<file path="src/rtl/imm_rot_encoder.sv">
// imm_rot_encoder: finds the ARM rotated-immediate encoding {rot, imm8} of a
// 32-bit constant (value = ROR(imm8, 2*rot)), or of its complement (MVN form).
// Latency r+2 cycles for a match at rotation r; 17 cycles when there is no
// encoding. While busy, start is ignored and is not queued.
//
// Ports:
//   clk, reset        rising-edge clock, synchronous active-high reset
//   start, value      request and the constant; sampled only while busy=0
//   busy, done        busy in SEARCH/DONE; done is a one-cycle result strobe
//   found, inverted   encoding exists / encoding is of ~value
//   rot, imm8         rotate and immediate fields (0 when found=0)
//   encoded           {rot, imm8}, the 12-bit operand field
module imm_rot_encoder (
   input  logic        clk,
   input  logic        reset,
   input  logic        start,
   input  logic [31:0] value,
   output logic        busy,
   output logic        done,
   output logic        found,
   output logic        inverted,
   output logic [3:0]  rot,
   output logic [7:0]  imm8,
   output logic [11:0] encoded
);

   typedef enum logic [1:0] {S_IDLE, S_SEARCH, S_DONE} state_t;

   state_t      r_state;
   state_t      w_next;
   logic [3:0]  r_cnt;
   logic [31:0] r_val;
   logic        r_found;
   logic        r_inv;
   logic [3:0]  r_rot;
   logic [7:0]  r_imm8;

   logic [4:0]  w_sh;
   logic [31:0] w_nval;
   logic [31:0] w_p;
   logic [31:0] w_n;
   logic        w_p_hit;
   logic        w_n_hit;
   logic        w_last;

   // Rotate left by 2*cnt. A right shift by 32 (when w_sh is 0) yields zero,
   // so the OR collapses to the unrotated value without a special case.
   assign w_sh    = {r_cnt, 1'b0};
   assign w_nval  = ~r_val;
   assign w_p     = (r_val  << w_sh) | (r_val  >> (6'd32 - {1'b0, w_sh}));
   assign w_n     = (w_nval << w_sh) | (w_nval >> (6'd32 - {1'b0, w_sh}));
   assign w_p_hit = (w_p[31:8] == 24'd0);
   assign w_n_hit = (w_n[31:8] == 24'd0);
   assign w_last  = (r_cnt == 4'd15);

   // State register
   always_ff @(posedge clk) begin
      if (reset) r_state <= S_IDLE;
      else       r_state <= w_next;
   end

   // Next-state logic
   always_comb begin
      w_next = r_state;
      case (r_state)
         S_IDLE:   if (start) w_next = S_SEARCH;
         S_SEARCH: if (w_p_hit || w_n_hit || w_last) w_next = S_DONE;
         S_DONE:   w_next = S_IDLE;
         default:  w_next = S_IDLE;
      endcase
   end

   // Status outputs
   always_comb begin
      busy = 1'b0;
      done = 1'b0;
      case (r_state)
         S_SEARCH: busy = 1'b1;
         S_DONE: begin
            busy = 1'b1;
            done = 1'b1;
         end
         default: ;
      endcase
   end

   // Search datapath and registered result. Plain form is tested before the
   // complement at each rotation so the smallest rotation, plain first, wins.
   always_ff @(posedge clk) begin
      if (reset) begin
         r_cnt   <= 4'd0;
         r_val   <= 32'd0;
         r_found <= 1'b0;
         r_inv   <= 1'b0;
         r_rot   <= 4'd0;
         r_imm8  <= 8'd0;
      end else begin
         case (r_state)
            S_IDLE: begin
               if (start) begin
                  r_val   <= value;
                  r_cnt   <= 4'd0;
                  r_found <= 1'b0;
                  r_inv   <= 1'b0;
                  r_rot   <= 4'd0;
                  r_imm8  <= 8'd0;
               end
            end
            S_SEARCH: begin
               if (w_p_hit) begin
                  r_found <= 1'b1;
                  r_inv   <= 1'b0;
                  r_rot   <= r_cnt;
                  r_imm8  <= w_p[7:0];
               end else if (w_n_hit) begin
                  r_found <= 1'b1;
                  r_inv   <= 1'b1;
                  r_rot   <= r_cnt;
                  r_imm8  <= w_n[7:0];
               end else if (w_last) begin
                  r_found <= 1'b0;
               end else begin
                  r_cnt <= r_cnt + 4'd1;
               end
            end
            default: ;
         endcase
      end
   end

   assign found    = r_found;
   assign inverted = r_inv;
   assign rot      = r_rot;
   assign imm8     = r_imm8;
   assign encoded  = {r_rot, r_imm8};

endmodule

</file>
<file path="config.mk">
export PLATFORM = sky130hd
export DESIGN_NAME = imm_rot_encoder
export DESIGN_NICKNAME = d
export VERILOG_FILES = /design/src/rtl/imm_rot_encoder.sv
export SDC_FILE = /design/constraint.sdc
export NUM_CORES = 1
export LEC_CHECK = 0
export BUFFER_PORTS_ARGS = -buffer_cell sky130_fd_sc_hd__buf_2
export CORE_ASPECT_RATIO = 0.9
export CORE_MARGIN = 1
export CORE_UTILIZATION = 45
export DETAILED_ROUTE_END_ITERATION = 8
export GPL_ROUTABILITY_DRIVEN = 0
export GPL_TIMING_DRIVEN = 1
export HOLD_SLACK_MARGIN = 0.06
export PLACE_DENSITY_LB_ADDON = 0.3
export SYNTH_ARGS = -nofsm -noshare
export SYNTH_HDL_FRONTEND = slang
export SYNTH_SLANG_ARGS = --single-unit
</file>
<file path="constraint.sdc">
create_clock -name clk -period 6.3 [get_ports clk]
set_input_delay 1.575 -clock clk [delete_from_list [all_inputs] [get_ports clk]]
set_output_delay 1.575 -clock clk [all_outputs]
set_load 0.05 [all_outputs]
</file>
# ---- After elaboration in Yosys (flattened, before gate mapping)
# Cells that the tools add are included.
dict set report op_classes {
  n_addsub 2
  eq_ne 10
  n_shift 4
  muxes 25
  bitwise_logic 3
  reduce_logical 12
}
# cell count
set ops {}
lappend ops {{$or A32 B32 Y32} 2}
lappend ops {{$shl A32 B5 Y32} 2}
lappend ops {{$shr A32 B6 Y32} 2}
lappend ops {{$logic_not A24 Y1} 2}
lappend ops {{$not A32 Y32} 1}
lappend ops {{$mux W4} 6}
lappend ops {{$mux W8} 3}
lappend ops {{$pmux W4 S2} 2}
lappend ops {{$pmux W8 S2} 1}
lappend ops {{$ne A2 B2 Y1 const B} 5}
lappend ops {{$mux W1} 8}
lappend ops {{$reduce_and A3 Y1} 2}
lappend ops {{$sub A6 B5 Y6 const A} 1}
lappend ops {{$reduce_and A5 Y1} 1}
lappend ops {{$add A4 B1 Y4 const B} 1}
lappend ops {{$eq A4 B4 Y1 const B} 1}
lappend ops {{$mux W2} 2}
lappend ops {{$ne A4 B4 Y1 const B} 1}
lappend ops {{$pmux W1 S2} 2}
lappend ops {{$pmux W2 S2} 1}
lappend ops {{$reduce_and A2 Y1} 2}
lappend ops {{$ne A3 B3 Y1 const B} 1}
lappend ops {{$eq A2 B1 Y1 const B} 1}
lappend ops {{$eq A2 B2 Y1 const B} 1}
lappend ops {{4 further kinds} 5}
dict set report word_totals {
  ff_bits 52
  inputBits 35
  out_inout_bits 28
  elab_cells 63
}

# ---- Longest topological paths before layout
# Gate-level depths: netlist of the first run.
dict set report depth {
  word_depth 8
  depth_mapped 20
  ltp_nobuf 11
}

# ---- Worst setup path before layout of the first run
# Ideal clock, no wire load.
dict set report synth_timing {
  path_kind {reg-to-reg}
  from {reg r_cnt[0]}
  to {reg r_imm8[6] (netlist: imm8[6])}
  setup_ns 0.117
  arrival_time_ns 4.270
  required_ns 6.183
  slack_ns 1.913
  stages_incl_launch_ff 19
  path_buffers 8
  period_less_slack_ns 4.387
  path_cell_list {dfxtp_1 > buf_6 > buf_4 > buf_6 > inv_1 > buf_2 > buf_2 > ha_1 > buf_2 > buf_2 > mux4_2 > nor4_1 > mux2_2 > o211ai_4 > nor3_4 > buf_6 > mux2i_1 > o2111ai_1 > a22o_1}
}
dict set report synth_via {
  elab_chain_cells 6
  elab_cells_between_ends 14
  cone_classes {1 x add/sub; 1 x eq/ne; 4 x shift; 3 x mux; 2 x bitwise; 3 x reduce/logical}
}
# item line
set synth_rtl {}
lappend synth_rtl {{start: declaration} 31} ;# logic [3:0] r_cnt;
lappend synth_rtl {{start signal: assignment} 123} ;# r_cnt <= r_cnt + 4'd1;
lappend synth_rtl {{$sub A6 B5 Y6} {50, 51}}
lappend synth_rtl {{$shr A32 B6 Y32 (on tied branches)} {50, 51}}
lappend synth_rtl {{$or A32 B32 Y32 (on tied branches)} {50, 51}}
lappend synth_rtl {{$logic_not A24 Y1 (tied with other cells)} 52} ;# assign w_p_hit = (w_p[31:8] == 24'd0);
lappend synth_rtl {{$ne A3 B3 Y1 (no line) / $mux W8 (equally long branches)} --}
lappend synth_rtl {{$reduce_and A3 Y1 (no line) / $pmux W8 S2 (equally long branches)} --}
lappend synth_rtl {{end signal: assignment} 114} ;# r_imm8 <= w_p[7:0];
lappend synth_rtl {{end signal: assignment} 119} ;# r_imm8 <= w_n[7:0];
lappend synth_rtl {{end: declaration} 36} ;# logic [7:0] r_imm8;
# Parallel ways exist; a longest one is shown, timed or not. The select of a mux whose other input is x is not followed.
# A chain may end at the register's enable or synchronous reset.

# ---- Worst setup path in the final report of the first run
dict set report layout_timing {
  from {reg r_cnt[1]}
  to {reg r_cnt[0]}
}
dict set report layout_via {
  elab_chain_cells 6
  elab_cells_between_ends 14
  cone_classes {1 x add/sub; 4 x eq/ne; 4 x shift; 2 x bitwise; 3 x reduce/logical}
}
# item line
set layout_rtl {}
lappend layout_rtl {{$sub A6 B5 Y6} {50, 51}}
lappend layout_rtl {{$shr A32 B6 Y32 (on tied branches)} {51, 50}}
lappend layout_rtl {{$or A32 B32 Y32 (on tied branches)} {51, 50}}
lappend layout_rtl {{$logic_not A24 Y1 (on tied branches)} {53, 52}}
lappend layout_rtl {{$ne A2 B2 Y1 (no line)} --}
lappend layout_rtl {{$reduce_and A5 Y1 (no line) (*)} --}
# Mark *: on every way between the ends. The rest lies on a longest branch, timed or not.

==> flow_summary.toml, run 1 <==
[sta]
fin_crit_ns = 5.00
drv_slew = 0
finalHoldViolCount = 0
setup_viol = 0
rsz0062_at_grt = "no"
fin_skew_ns = 0.00712
period_share_pct = 79.4
fin_ws_ns = 1.30
finalSetupTns_ns = 0
worst_slew_pin_slew_ns = 1.28
relSlewSlack_pct = 12.2
fmax_mhz = 200

[run]
drv_cap = 0

[global_route]
grt_pass1_wl_um = 30400
antenna_found_initial = 0
grt_max_degree = 83
overflow = 0
grt_pass1_vias = 5771
grt_usage_pct = 28.2

[synthesis]
ys_seq_area_share_pct = 17.3
synth_area_per_cell_um2 = 7.92
syn_nets = 800
synth_cell_types = 85
synth_cells = 759
syn_area_um2 = 6010
synth_area_leader_cell = "dfxtp_1"
synthTopCellsByArea = "dfxtp_1, mux4_2, nand2_1"
async_reset_ff_share_pct = 0
yosys_warnings = 0
synth_edf_count = 0
synth_top_area_share_pct = 17.3
synth_flop_cell = "dfxtp_1"
synth_seq_cells = 52

[pwr]
vdd_drop_max_mv = 0.148
p_total_uw = 2100
power_density_nw_per_um2 = 334
p_leak_uw = 0.00216

[floorplan]
core_area_um2 = 12800
fp.dieH_um = 112
io_pins = 63
std_cell_rows = 39
start_util_pct = 46.8
die_width_um = 124
dieArea_um2 = 13800

[drt]
wl_per_cell_um = 21.1
drc = 0
dr.first_iter.drc_count = 875
num_vias = 6202
antenna_left = 0
viasPerCell = 6.88
finalWirelength_um = 19000
dr.pass1.iters = 5

[clock_network]
cts_sinks = 52
post_cts_buffers = 0
htreeDepth = 2
cts_tree = "yes"
root_buffer = "clkbuf_16"
path_clk_slew_ns = 0.07
cts_buffers = 5
insertion_delay_ns = 0.31
cts_resized = 0
postCtsHoldBufs = 0
cts_buffer_depth = 2

[cells_and_area]
diodes = 0
final_common_cell = "nand2_1"
fill_cells = 1254
area_growth_pct = 4.35
final_nets = 778
layout_common_cells = "nand2_1, buf_2, a21oi_1"
drive_gt1_share_pct = 19.5

[setup_path]
arrival_ns = 5.23
crit_fanout = 82
crit_type = "register to register"
crit_required_ns = 6.53
end_kind = "register"
start_kind = "register"

[worst_hold_path]
hp-class = "register to register"

[placed_design]
portBuffers = 62
dpl.hpwl_um = 13300
post-place-ws_ns = 1.43

[outcome]
status = "completed"
[routing by layer]
metal	GRT usage [%]	vias up	routed length, µm
met3	8.81	57	2160
li1	-	2818	-
met4	13.0	0	725
met5	0	-	0
met1	39.1	2940	7930
met2	39.5	387	8210
[power breakdown]
part           internal, µW  switching [µW]  leakage [µW]
combinational           457             812       0.00166
sequential              381             127      0.000426
clock                   189             131     0.0000815
total                  1030            1070       0.00216
[critical path: stages, from the launching register on]
cell and delay [ns]:
dfxtp_2 0.33, buf_4 0.73, mux2i_1 0.45, o31ai_1 0.13
a2111oi_0 1.07, o21ai_0 0.35, o31a_1 0.39, nor3_4 0.76
nor2_2 0.21, a211o_1 0.31, a31oi_1 0.14
[Yosys cell counts, drive strengths merged (4+ instances only)]
cell,instances
buf,44
inv,16
a211o,4
dfxtp,52
nor4,12
o31a,7
mux2,9
nand2,119
clkbuf,58
or3,4
and3,7
and2,11
o21a,4
xnor2,10
nand4,11
mux2i,41
ha,6
nor2,39
a32oi,5
or2,4
a2111oi,8
a31oi,14
nand3,21
o211ai,13
a211oi,9
or4,6
nor3,16
o2111ai,4
nor2b,6
o21ai,29
o22ai,4
a21oi,56
o31ai,11
mux4,40
[kinds of logic (layout without fill, tap and decap cells)]
family | Yosys count | in the layout | synth area share (%)
AND/OR/NAND/NOR | 273 | 273 | 22.1
AO/OA/AOI/OAI | 207 | 207 | 24.4
buffers and inverters | 119 | 98 | 9.54
multiplexers | 90 | 90 | 23.6
flip-flops | 52 | 52 | 17.3
XOR/XNOR | 12 | 12 | 1.75
adder cells (fa/ha/maj) | 6 | 6 | 1.25
[stage by stage]
| step | instances | hold WS (ns) | instance area [µm²] | utilization (%) |
|---|---|---|---|---|
| 2_1_floorplan | 759 | 0.452 | 6010 | - |
| 3_3_place_gp | 894 | 0.461 | 6100 | 47.5 |
| 3_5_place_dp | 894 | 0.470 | 6100 | 47.5 |
| 4_1_cts | 902 | 0.480 | 6270 | 48.9 |
| 5_1_grt | 902 | 0.503 | 6270 | 48.9 |
| 6_report | 902 | 0.478 | 6270 | 48.9 |
[worst paths after layout]
check	from	to	slack, ns	cells past startpoint
worst max-delay path	r_cnt[1]	r_cnt[0]	1.30	10
worst min-delay path	rot[2]	rot[2]	0.48	2
worst max register to register	r_cnt[1]	r_cnt[0]	1.30	10
worst min register to register	rot[2]	rot[2]	0.48	2
[flip-flops by register name (all words and copies together) (netlist names)]
signal	cells
found	1
imm8	8
inverted	1
r_cnt	4
r_state	2
r_val	32
rot	4
[cell type report]
cell class | instances | area, µm² | share of cell area [%]
Multi-Input combinational cell | 588 | 4390 | 70.1
Sequential cell | 52 | 1050 | 16.7
Timing Repair Buffer | 73 | 393 | 6.27
Tap cell | 164 | 205 | 3.27
Clock buffer | 6 | 129 | 2.06
Inverter | 17 | 63.8 | 1.02
Clock inverter | 2 | 38.8 | 0.619
Note: power is estimated with default switching activity, not from simulation.
==> run 2, diff against run 1 <==
==> constraint.sdc (replaced) <==
create_clock -name clk -period 4.4 [get_ports clk]
set_input_delay 1.1 -clock clk [delete_from_list [all_inputs] [get_ports clk]]
set_output_delay 1.1 -clock clk [all_outputs]
set_load 0.05 [all_outputs]
==> run 2 against run 1 <==
Critical path depth did not move. Flip-flop and latch count did not move. Power rose by 42%. Worst setup slack got worse by 0.96 ns. Count of clock-buffer cells in the layout fell by 1. Global-route usage rose by 0.72 points. Die area did not move. First-iteration DRC count rose by 15%. Largest cell class unchanged. Highest routed layer unchanged.
==> flow_summary.toml, run 2 (synthesis results as in run 1) <==
[drt]
drc = 0
dr.first_iter.drc_count = 1002
antenna_left = 0
wl_per_cell_um = 21.2
viasPerCell = 6.89
finalWirelength_um = 19300
dr.pass1.iters = 7
num_vias = 6293

[cells_and_area]
final_nets = 789
drive_gt1_share_pct = 20.8
area_growth_pct = 5.75
diodes = 0
final_common_cell = "nand2_1"
layoutNonFillerInstCount = 913
largest_reg_flops = 32
top_register = "r_val"
fin_util_pct = 49.5
layout_common_cells = "nand2_1, buf_2, a21oi_1"

[clock_network]
cts_sinks = 52
cts_buffers = 5
root_buffer = "clkbuf_16"
postCtsHoldBufs = 0
cts_resized = 0
htreeDepth = 2
insertion_delay_ns = 0.30
cts_tree = "yes"
path_clk_slew_ns = 0.07
post_cts_buffers = 0
cts_buffer_depth = 2

[pwr]
vdd_drop_max_mv = 0.206
p_total_uw = 2980
p_leak_uw = 0.00222
power_density_nw_per_um2 = 470

[setup_path]
start_kind = "register"
crit_type = "register to register"
arrival_ns = 4.26
crit_required_ns = 4.60
end_kind = "register"
crit_fanout = 104

[sta]
worst_slew_pin_slew_ns = 1.08
fmax_mhz = 246
setup_viol = 0
rsz0062_at_grt = "no"
finalHoldViolCount = 0
drv_slew = 0
fin_skew_ns = 0.00456
fin_crit_ns = 4.06
period_share_pct = 92.4
finalSetupTns_ns = 0
relSlewSlack_pct = 27.2

[floorplan]
start_util_pct = 46.8
fp.dieH_um = 112
std_cell_rows = 39
dieArea_um2 = 13800
core_area_um2 = 12800
die_width_um = 124
io_pins = 63

[placed_design]
place_inst = 905
portBuffers = 62
dpl.hpwl_um = 13600

[global_route]
overflow = 0
grt_pass1_wl_um = 31100
antenna_found_initial = 0
grt_usage_pct = 28.9
grt_max_degree = 105
grt_pass1_vias = 5871

[worst_hold_path]
hp-class = "register to register"

[run]
drv_cap = 0

[outcome]
status = "completed"
==> run 2: through the flow <==
step | area, µm² | hold WS, ns | setup slack, ns
after floorplan | 6010 | 0.452 | 0.0132
after global placement | 6210 | 0.462 | 0.466
after detailed placement | 6210 | 0.472 | 0.507
after CTS | 6350 | 0.486 | 0.491
after global routing | 6350 | 0.506 | 0.134
final | 6350 | 0.482 | 0.336
==> run 2: final cells by class <==
type                       instances  area (µm²)
sequential                        52        1050
inverter                          17        63.8
timing repair buffer              84         500
clock inverter                     3        18.8
multi-input combinational        588        4390
tap                              164         205
clock buffer                       5         125
fill                            1249        6480
==> run 2: worst max-delay path, stage by stage, from the launching register on <==
cell	delay, ns
dfxtp_4	0.36
buf_12	0.38
mux4_2	0.60
a2111oi_0	0.77
o21ai_0	0.33
o31a_1	0.37
nor3_4	0.25
buf_4	0.21
mux2i_1	0.25
o2111ai_1	0.15
a22o_1	0.20
==> run 2: worst paths after layout <==
check | startpoint | endpoint | slack (ns) | cells after the start
max | r_cnt[0] | imm8[6] | 0.34 | 10
min | rot[0] | rot[0] | 0.48 | 2
max reg2reg | r_cnt[0] | imm8[6] | 0.34 | 10
min reg2reg | rot[0] | rot[0] | 0.48 | 2
==> run 2: routing by layer <==
layer	track usage [%]	share of wire, %
met1	39.4	40
met2	43.7	45
met3	7.68	12
met4	10.4	2.3
met5	0	0
==> run 2: report_power, final <==
part,switching (µW),internal [µW]
clock network,195,211
logic,1170,681
registers,186,545
total,1550,1440
==> run 3, diff against run 2 <==
==> constraint.sdc (replaced) <==
create_clock -name clk -period 3.6 [get_ports clk]
set_input_delay 0.9 -clock clk [delete_from_list [all_inputs] [get_ports clk]]
set_output_delay 0.9 -clock clk [all_outputs]
set_load 0.05 [all_outputs]
==> run 3 against run 2 <==
Cell count rose by 4.4%. Via count rose by 4.8%. Largest power group unchanged. Clock skew rose by 0.0019 ns. Non-clock buffer count rose by 40. Sequential share of layout area fell by 1.3 points. Worst hold slack barely moved. Combinational power rose by 44%. Design area rose by 8.6%.
==> flow_summary.toml, run 3 (synthesis results as in run 1) <==
[worst_hold_path]
hold_path_end = "imm8[3]"
hold_depth = 1
min_from = "imm8[3]"
hp-class = "register to register"

[pwr]
power_density_nw_per_um2 = 595
vdd_drop_max_mv = 0.303
p_leak_uw = 0.00248

[clock_network]
insertion_delay_ns = 0.31
cts_buffer_depth = 2
postCtsHoldBufs = 0
cts_sinks = 52
cts_tree = "yes"
cts_buffers = 5
path_clk_slew_ns = 0.08
root_buffer = "clkbuf_16"
htreeDepth = 2

[drt]
dr.first_iter.drc_count = 982
antenna_left = 0
top_layer_used = "met4"
dr.pass1.iters = 8
finalWirelength_um = 20900
wl_per_cell_um = 21.9
num_vias = 6597
viasPerCell = 6.92
wl_met2_um = 9120
drc = 0
drt-met1-wl_um = 8380
dr_wl_met3_um = 2770

[sta]
finalSetupTns_ns = 0
relSlewSlack_pct = 46.0
fin_skew_ns = 0.00647
worst_slew_pin_slew_ns = 0.789
setup_viol = 0
period_share_pct = 99.4
finalHoldViolCount = 0
drv_slew = 0
hold_ws_ns = 0.481
fin_crit_ns = 3.58
fin_ws_ns = 0.0219
fmax_mhz = 279

[cells_and_area]
fin_util_pct = 53.7
finish.instance_area_um2 = 6900
top_register = "r_val"
area_growth_pct = 14.8
final_nets = 829
fill_cells = 1170
largest_reg_flops = 32
layout_common_cells = "nand2_1, buf_2, a21oi_1"
diodes = 0
drive_gt1_share_pct = 27.1
final_common_cell = "nand2_1"

[placed_design]
portBuffers = 62
post-place-ws_ns = 0.112
place_area_um2 = 6480
dpl.hpwl_um = 14600

[global_route]
overflow = 0
antenna_found_initial = 0
grt_usage_pct = 29.8
grt_pass1_wl_um = 31800
grt_max_degree = 83
grt_pass1_vias = 5847

[setup_path]
rr_worst_depth = 13
cp_slowest_stage_delay_ns = 0.54
end_kind = "register"
crit_buf_inv = 3
cpLargestDelayFamily = "compound AO/OA/AOI/OAI gates"
crit_required_ns = 3.84
r2r_start = "r_cnt[0]"
r2r_setup_slack_ns = 0.02
start_kind = "register"
crit_fanout = 8
r2r_end = "imm8[4]"
slowest_stage = "mux4_2"
arrival_ns = 3.81
crit_chain = "inv_6, ha_4, buf_4, mux4_2, nor4_2, o2111a_1, mux2_4, o211ai_4, buf_4, o31a_1, o31ai_1, o221ai_1, o211ai_1"
crit_top_cell = "buf_4"
crit_type = "register to register"

[floorplan]
die_width_um = 124
core_area_um2 = 12800
io_pins = 63
start_util_pct = 46.8
dieArea_um2 = 13800
fp.dieH_um = 112
std_cell_rows = 39

[run]
drv_cap = 0

[outcome]
status = "completed"
run 3: worst register-to-register path, delay by kind of cell, from the launching register on:
family | cells | cell delay (ns)
and+or+nand+nor | 1 | 0.31
adders and majority gates | 1 | 0.31
DFF | 1 | 0.44
muxes | 2 | 0.73
buffers and inverters | 3 | 0.41
AOI/OAI and AO/OA | 6 | 1.28
run 3: per-layer routing:
| metal | vias up | track usage (%) |
|---|---|---|
| met4 | 0 | 9.96 |
| met2 | 503 | 43.5 |
| met5 | - | 0 |
| met1 | 3123 | 42.1 |
| li1 | 2903 | - |
| met3 | 68 | 7.89 |
run 3: area by class of cell:
| type | instances | area, µm² | share of cell area, % |
|---|---|---|---|
| sequential | 52 | 1050 | 15.2 |
| timing repair buffer | 124 | 901 | 13.1 |
| multi-input combinational | 588 | 4500 | 65.2 |
| clock buffer | 6 | 139 | 2.01 |
| tap | 164 | 205 | 2.97 |
| inverter | 17 | 68.8 | 0.998 |
| clock inverter | 2 | 38.8 | 0.562 |
run 3: power by group:
group	total (µW)	switching (µW)	internal, µW	leakage, µW
clock network	594	245	349	0.0000871
registers	854	188	667	0.000427
logic	2660	1600	1050	0.00196
run 3: timing repair:
item,4_1_cts,5_1_grt
hold endpoints to repair,0,0
buffers inserted,0,10
gates resized for setup,0,22
setup endpoints to repair,0,15
run 3: worst max-delay path by stage:
stage / from / end / slack (ns) / cells past startpoint
3_5_place_dp: r_cnt[0] / imm8[6] / 0.11 / 13
3_3_place_gp: r_cnt[0] / imm8[7] / 0.19 / 10
5_1_grt: r_cnt[0] / imm8[5] / -0.08 / 13
2_1_floorplan: r_cnt[0] / imm8[6] / -0.29 / 17
4_1_cts: r_cnt[0] / imm8[6] / 0.08 / 13
6_report: r_cnt[0] / imm8[4] / 0.02 / 13
run 3: per-stage QoR:
| step | cells | total power [µW] |
|---|---|---|
| final | 953 | 4100 |
| after global routing | 953 | 4280 |
| after CTS | 940 | 3850 |
| after detailed placement | 932 | 3260 |
| after global placement | 932 | 3200 |
| after floorplan | 759 | 2690 |
